`config.mk`:
```
export PLATFORM = sky130hd
export DESIGN_NAME = lcfg_cfgo_master
export DESIGN_NICKNAME = d
export VERILOG_FILES = /design/src/rtl/lcfg_cfgo_master.sv
export SDC_FILE = /design/constraint.sdc
export NUM_CORES = 1
export LEC_CHECK = 0
export ABC_AREA = 1
export CORE_UTILIZATION = 51
export CTS_CLUSTER_DIAMETER = 80
export DETAILED_ROUTE_END_ITERATION = 12
export GPL_ROUTABILITY_DRIVEN = 0
export PLACE_DENSITY_LB_ADDON = 0.25
export SLEW_MARGIN = 20
export SYNTH_ARGS = -nofsm -noshare
export SYNTH_HDL_FRONTEND = slang
export SYNTH_SLANG_ARGS = --single-unit
export TNS_END_PERCENT = 10
```
`constraint.sdc`:
```
create_clock -name clk -period 2.2 [get_ports clk]
set_input_delay 0.44 -clock clk [delete_from_list [all_inputs] [get_ports clk]]
set_output_delay 0.44 -clock clk [all_outputs]
set_load 0.1 [all_outputs]
```
`src/rtl/lcfg_cfgo_master.sv`:
```
// TV80 I/O-mapped config-bus master: 16-byte window, one bus transaction per launch, with timeout.
// Optional feature: define LCFG_CFGO_AUTOINC_EN for status bit7 address auto-increment.
module lcfg_cfgo_master #(
    parameter logic [15:0] io_base_addr = 16'h0000,
    parameter int unsigned DW           = 32,
    parameter int unsigned AW           = 16,
    parameter int unsigned TIMEOUT      = 255
) (
    input  logic          clk,
    input  logic          reset_n,
    input  logic [15:0]   addr,
    input  logic [7:0]    cd_wdata,
    output logic [7:0]    cd_rdata,
    input  logic          mreq_n,
    input  logic          iorq_n,
    input  logic          rd_n,
    input  logic          wr_n,
    output logic          cfgo_wait_n,
    output logic          cfgo_irdy,
    input  logic          cfgo_trdy,
    output logic [AW-1:0] cfgo_addr,
    output logic          cfgo_write,
    output logic [DW-1:0] cfgo_wr_data,
    input  logic [DW-1:0] cfgo_rd_data,
    output logic          cfgo_err
);
    localparam int unsigned DB = DW / 8;
    localparam int unsigned AB = AW / 8;

    typedef enum logic [1:0] {StIdle, StWrite, StRead, StAck} state_e;

    state_e        state_q;
    logic          done_q;
    logic [DW-1:0] hold_q;
    logic [AW-1:0] addr_q;
    logic          timeout_q;
    logic          autoinc_q;
    logic [15:0]   cnt_q;

    logic          hit, rd_acc, wr_acc, rd_off0, busy, acc, launch_rd;
    logic [3:0]    off;
    logic [7:0]    status, rbyte;
    logic [DW-1:0] hold_wr;
    logic          unused_addr;

    assign unused_addr = ^addr[15:8];

    assign off       = addr[3:0];
    assign hit       = !iorq_n && mreq_n && (!rd_n || !wr_n) && (addr[7:4] == io_base_addr[7:4]);
    assign rd_acc    = !rd_n;
    assign wr_acc    = !wr_n && rd_n;
    assign rd_off0   = hit && rd_acc && (off == 4'd0);
    assign busy      = (state_q != StIdle);
    assign status    = {autoinc_q, 5'b0, timeout_q, busy};
    assign cfgo_addr = addr_q;
    assign cfgo_err  = timeout_q;

    // Anything hitting the window while a transaction is in flight is held off; only the
    // read of offset 0 that started a read is released once the data sits in ACK.
    always_comb begin
        if (!hit || done_q)         cfgo_wait_n = 1'b1;
        else if (state_q == StAck)  cfgo_wait_n = rd_off0;
        else if (busy)              cfgo_wait_n = 1'b0;
        else                        cfgo_wait_n = !rd_off0;
    end

    assign acc       = hit && !done_q && cfgo_wait_n;
    assign launch_rd = hit && !done_q && !busy && rd_off0;

    always_comb begin
        rbyte = 8'h00;
        for (int i = 0; i < int'(DB); i++) begin
            if (off == 4'(i)) rbyte = hold_q[8*i +: 8];
        end
        for (int i = 0; i < int'(AB); i++) begin
            if (off == 4'(8 + i)) rbyte = addr_q[8*i +: 8];
        end
        if (off == 4'd12) rbyte = status;
        cd_rdata = (hit && rd_acc) ? rbyte : 8'h00;
    end

    always_comb begin
        hold_wr = hold_q;
        for (int i = 0; i < int'(DB); i++) begin
            if (off == 4'(i)) hold_wr[8*i +: 8] = cd_wdata;
        end
    end

    always_ff @(posedge clk) begin
        if (!reset_n) begin
            state_q      <= StIdle;
            done_q       <= 1'b0;
            hold_q       <= '0;
            addr_q       <= '0;
            timeout_q    <= 1'b0;
            autoinc_q    <= 1'b0;
            cnt_q        <= '0;
            cfgo_irdy    <= 1'b0;
            cfgo_write   <= 1'b0;
            cfgo_wr_data <= '0;
        end else begin
            if (!hit)     done_q <= 1'b0;
            else if (acc) done_q <= 1'b1;

            unique case (state_q)
                StIdle: begin
                    if (acc && wr_acc) begin
                        if (off < 4'(DB)) begin
                            hold_q <= hold_wr;
                            if (off == 4'(DB - 1)) begin
                                state_q      <= StWrite;
                                cfgo_irdy    <= 1'b1;
                                cfgo_write   <= 1'b1;
                                cfgo_wr_data <= hold_wr;
                                cnt_q        <= '0;
                            end
                        end
                        for (int i = 0; i < int'(AB); i++) begin
                            if (off == 4'(8 + i)) addr_q[8*i +: 8] <= cd_wdata;
                        end
                        if (off == 4'd12) begin
                            if (cd_wdata[1]) timeout_q <= 1'b0;
`ifdef LCFG_CFGO_AUTOINC_EN
                            autoinc_q <= cd_wdata[7];
`endif
                        end
                    end else if (launch_rd) begin
                        state_q    <= StRead;
                        cfgo_irdy  <= 1'b1;
                        cfgo_write <= 1'b0;
                        cnt_q      <= '0;
                    end
                end
                StWrite, StRead: begin
                    // trdy is checked first so a response on the last allowed cycle is not an error
                    if (cfgo_trdy) begin
                        cfgo_irdy <= 1'b0;
                        if (state_q == StRead) begin
                            hold_q  <= cfgo_rd_data;
                            state_q <= StAck;
                        end else begin
                            state_q <= StIdle;
                        end
`ifdef LCFG_CFGO_AUTOINC_EN
                        if (autoinc_q) addr_q <= addr_q + AW'(DB);
`endif
                    end else if (cnt_q == 16'(TIMEOUT - 1)) begin
                        cfgo_irdy <= 1'b0;
                        timeout_q <= 1'b1;
                        if (state_q == StRead) begin
                            hold_q  <= '1;
                            state_q <= StAck;
                        end else begin
                            state_q <= StIdle;
                        end
                    end else begin
                        cnt_q <= cnt_q + 16'd1;
                    end
                end
                StAck: state_q <= StIdle;
                default: state_q <= StIdle;
            endcase
        end
    end

endmodule

```
# Word level (Yosys, flattened, before mapping)
# Index checks and enable logic that the tools add are counted.
dict set report op_classes {
  n_eq_ne 24
  add_sub_neg 1
  order_cmp 1
  n_reduce_logical 37
  n_mux 52
}
# operator n
set ops {}
lappend ops {{$mux 32} 6}
lappend ops {{$mux 16} 6}
lappend ops {{$mux 8} 12}
lappend ops {{$pmux 32 s2} 1}
lappend ops {{$pmux 16 s2} 1}
lappend ops {{$ne 2x2->1 const B} 9}
lappend ops {{$add 16x1->16 const B} 1}
lappend ops {{$eq 16x8->1 const B} 1}
lappend ops {{$mux 1} 16}
lappend ops {{$mux 2} 7}
lappend ops {{$eq 4x4->1 const B} 3}
lappend ops {{$ne 3x3->1 const B} 4}
lappend ops {{$reduce_and 4->1} 3}
lappend ops {{$reduce_and 6->1} 2}
lappend ops {{$logic_and 1x1->1} 11}
lappend ops {{$reduce_and 5->1} 2}
lappend ops {{$eq 4x2->1 const B} 2}
lappend ops {{$logic_not 4->1} 2}
lappend ops {{$logic_not 1->1} 7}
lappend ops {{$pmux 2 s3} 1}
lappend ops {{$reduce_and 3->1} 2}
lappend ops {{$reduce_bool 2->1} 3}
lappend ops {{$eq 2x2->1 const B} 2}
lappend ops {{$eq 4x1->1 const B} 1}
lappend ops {{8 further kinds} 10}
dict set report word_totals {
  inputBits 63
  register_bits 102
  word_cells 125
}

# Logic depth before layout (Yosys ltp)
dict set report depth {
  word_depth 14
  depth_mapped 12
}

# Worst setup path after synthesis
# No wires, ideal clock.
dict set report synth_timing {
  path_type {input to output}
  from {input addr[2]}
  to {output cd_rdata[0]}
  cell_stages 10
  path_slack_ns -1.108
  required_ns 1.760
  arrival_ns 2.868
  path_cell_list {nor2_2 > nand2_1 > nor2_2 > inv_2 > clkbuf_1 > nand3_1 > o21ai_0 > o21ai_0 > a21oi_1 > a31oi_1}
}
dict set report synth_via {
  elab_chain_len 9
}
# item line
set synth_lines {}
lappend synth_lines {{from (decl)} 11} ;# input logic [15:0] addr,
lappend synth_lines {{$logic_not 4->1} 73} ;# if (off == 4'(i)) rbyte = hold_q[8*i +: 8];
lappend synth_lines {{$mux 8 (4 in series)} 73}
lappend synth_lines {{$mux 8 (2 in series)} 76} ;# if (off == 4'(8 + i)) rbyte = addr_q[8*i +: 8];
lappend synth_lines {{$mux 8 *} 78} ;# if (off == 4'd12) rbyte = status;
lappend synth_lines {{$mux 8 *} 79} ;# cd_rdata = (hit && rd_acc) ? rbyte : 8'h00;
lappend synth_lines {{to (decl)} 13} ;# output logic [7:0] cd_rdata,
# Every way passes the cells marked *; elsewhere a longest branch is shown, timed or not.

# Worst setup path in the final report
dict set report layout_timing {
  from {input addr[2]}
  to {output cd_rdata[4]}
}
# Same word-level chain as after synthesis.

==> impl_metrics.env <==
export IMPL_ios=123
export IMPL_die_x_um=108
export IMPL_arrival_ps=1930
export IMPL_syn_cell_area_mm2=0.00570
export IMPL_drt_pre_antenna_iters=6
export IMPL_chipHeight_um=108
export IMPL_rows=38
export IMPL_synth_ff_latch_count=102
export IMPL_r2r_end="hold_q[18]"
export IMPL_ys_seq_area_frac=0.359
export IMPL_vias_per_cell=5.61
export IMPL_fmax_mhz=423
export IMPL_endpoint_kind="output pin"
export IMPL_cts_tree="yes"
export IMPL_hold_buffers=0
export IMPL_ant_nets=0
export IMPL_wl_per_cell_um=15.5
export IMPL_holdPathStages=2
export IMPL_yosys_warnings=0
export IMPL_rsz0062_at_grt="true"
export IMPL_vias=6453
export IMPL_syn2layout_area_growth_pct=36.4
export IMPL_cts_root_buf="clkbuf_8"
export IMPL_start_util=0.525
export IMPL_clkLatencyLatePin_ps=380
export IMPL_violations="setup timing"
export IMPL_grt_usage=0.311
export IMPL_placeableCoreArea_mm2=0.0108
export IMPL_stdcell_area_mm2=0.00777
export IMPL_fin_skew_ps=14.4
export IMPL_min_to="done_q"
export IMPL_synth_area_leaders="dfxtp_1 36%, nand2_1 9.8%, nor2_1 9.3%"
export IMPL_min_from="done_q"
export IMPL_placed_area_mm2=0.00735
export IMPL_p_leak_uw=0.00325
export IMPL_start_kind="primary input"
export IMPL_hold_viol_final=0
export IMPL_drt_initial_drc_count=570
export IMPL_drive_gt1_frac=0.205
export IMPL_final_util=0.717
export IMPL_cp_required_ps=1760
export IMPL_synth_cell_type_count=34
export IMPL_fillers=922
export IMPL_cts_sinks=102
export IMPL_syn_nets=939
export IMPL_cap_violations=0
export IMPL_critical_path_class="in2out"
export IMPL_yosysTopAreaCellShare=0.359
export IMPL_grt_pass1_vias=5553
export IMPL_critPathMaxFanout=5
export IMPL_totalPowerFinal_uw=6930
export IMPL_setup_ws_ps=-166
export IMPL_rr_worst_depth=10
export IMPL_place_port_buffers=114
export IMPL_rrSetupSlack_ps=160
export IMPL_drcViolationCount=0
export IMPL_worst_hold_path_type="reg2reg"
export IMPL_finalSetupViolations=9
export IMPL_nets=1075
export IMPL_htreeDepth=3
export IMPL_rr_startpoint="state_q[1]"
export IMPL_clk_pin_slew_worst_paths_ps=100
export IMPL_syn_instance_count=869
export IMPL_grt_overflow_total=0
export IMPL_p_per_area_mw_per_mm2=891
export IMPL_grt_max_degree=103
export IMPL_dp_hpwl_mm=12.1
export IMPL_die_area_mm2=0.0116
export IMPL_wl_mm=17.8
export IMPL_grt_pass1_wl_mm=28.0
export IMPL_status="finished with violations"
export IMPL_relSlewSlack=0.700
export IMPL_numCtsBuffers=9
export IMPL_drv_slew=0
export IMPL_syn_area_per_cell_um2=6.55
export IMPL_tightest_slew_ps=450
export IMPL_ir_drop_uv=586
export IMPL_yosys_area_top_type="dfxtp_1"
export IMPL_fin_crit_sh=1.08
export IMPL_cts_max_path_buffers=2
export IMPL_antenna_found_initial=0
export IMPL_period_minus_slack_ps=2370
export IMPL_n_antenna_cell=0
[worst max-delay path, stage by stage]
cell        delay [ps]
buf_8              100
nor2_4             220
nand2_8             90
nor2_4             200
clkinvlp_4         170
nand3_1            120
o21ai_2             50
o21ai_1             90
o221ai_2           140
clkinvlp_4         110
buf_12             170
[registers in the layout, indices dropped and copies added (netlist names)]
register	flops
cfgo_addr	16
cfgo_err	1
cfgo_irdy	1
cfgo_wr_data	32
cfgo_write	1
cnt_q	16
done_q	1
hold_q	32
state_q	2
[area by class of cell]
cell class / count / area [um2] / area share
Multi-Input combinational cell: 650 / 3310 / 0.426
Sequential cell: 102 / 2040 / 0.263
Timing Repair Buffer: 179 / 1740 / 0.223
Inverter: 62 / 264 / 0.0340
Tap cell: 140 / 175 / 0.0225
Clock buffer: 12 / 155 / 0.0200
Clock inverter: 4 / 76.3 / 0.00982
Timing Repair inverter: 1 / 7.51 / 0.000966
[per-layer routing]
metal  share of wire  global-route usage  up-vias
met4           0.028               0.125        0
li1                -                   -     3202
met2            0.46               0.478      278
met1            0.43               0.440     2937
met5               0                   0        -
met3           0.082              0.0400       36
[cell usage in the layout, fill, tap and decap left out, types with 5 or more instances in the layout]
cell type,count
a21oi_1,92
buf_12,20
buf_4,103
clkbuf_8,11
clkdlybuf4s50_1,41
clkinvlp_4,8
dfxtp_1,100
dlygate4sd2_1,7
ha_1,6
inv_1,45
inv_2,6
nand2_1,144
nand2_2,5
nand3_1,73
nand3_2,6
nand4_1,10
nor2_1,139
nor2_4,9
o211ai_1,7
o21ai_0,82
o21ai_1,17
o22ai_1,32
[where the power goes]
group          internal [uW]  switching [uW]  leakage, uW  total (uW)
Combinational           1270            1940      0.00231        3220
Sequential              2080             260     0.000826        2340
Clock                    708             663     0.000113        1370
[stage by stage]
stage               hold WS [ps]  TNS, ps  worst slack [ps]  std cells
CTS                          482     -312             -80.5       1150
finish                       476     -935              -166       1150
global placement             464   -40150              -547       1126
detailed placement           466   -46070              -585       1126
floorplan                    449     -857              -141        869
global route                 512    -1510              -223       1150
[cell families (layout without fill, tap and decap cells)]
group                      count (synthesis)  after routing  synth area share
AOI/OAI and AO/OA                        246            246             0.233
buffers and inverters                    118            258            0.0927
DFF                                      102            102             0.359
adders and majority gates                  7              7            0.0154
and+or+nand+nor                          396            397             0.301
[cells in the mapped netlist]
cell type / n
buf_6: 5
buf_4: 7
nand2_2: 3
nor3_1: 2
nand4_4: 2
inv_2: 8
o21bai_1: 2
or2_2: 1
nand2_1: 148
a221oi_1: 3
a31o_2: 1
nor2_4: 4
o211ai_1: 7
nor2_2: 5
buf_2: 17
a31oi_1: 2
nand3_2: 2
o21ai_2: 1
a21oi_1: 94
nand3_1: 77
a21boi_0: 1
ha_1: 7
nand4_1: 10
inv_1: 52
o22ai_1: 32
o21ai_0: 92
clkinv_1: 2
nor2_1: 141
buf_1: 5
o21ai_1: 9
clkbuf_1: 22
o221ai_1: 2
or2_1: 1
dfxtp_1: 102
[repair_timing]
action                                  in CTS  in global routing
resized for setup                           71                  4
cloned                                       2                  0
endpoints found under the setup margin      62                  9
pin swaps                                   29                  7
buffers inserted                             6                  2
[worst max path at each step]
stage	cells past startpoint	slack (ps)	startpoint	end
after detailed placement	12	-590	addr[0]	cd_rdata[0]
after global routing	11	-220	addr[2]	cd_rdata[4]
after global placement	12	-550	addr[0]	cd_rdata[0]
final	11	-170	addr[2]	cd_rdata[4]
after floorplan	10	-140	addr[2]	cd_rdata[0]
after CTS	10	-80	addr[3]	cd_rdata[1]
Note: power is estimated with default switching activity, not from simulation.
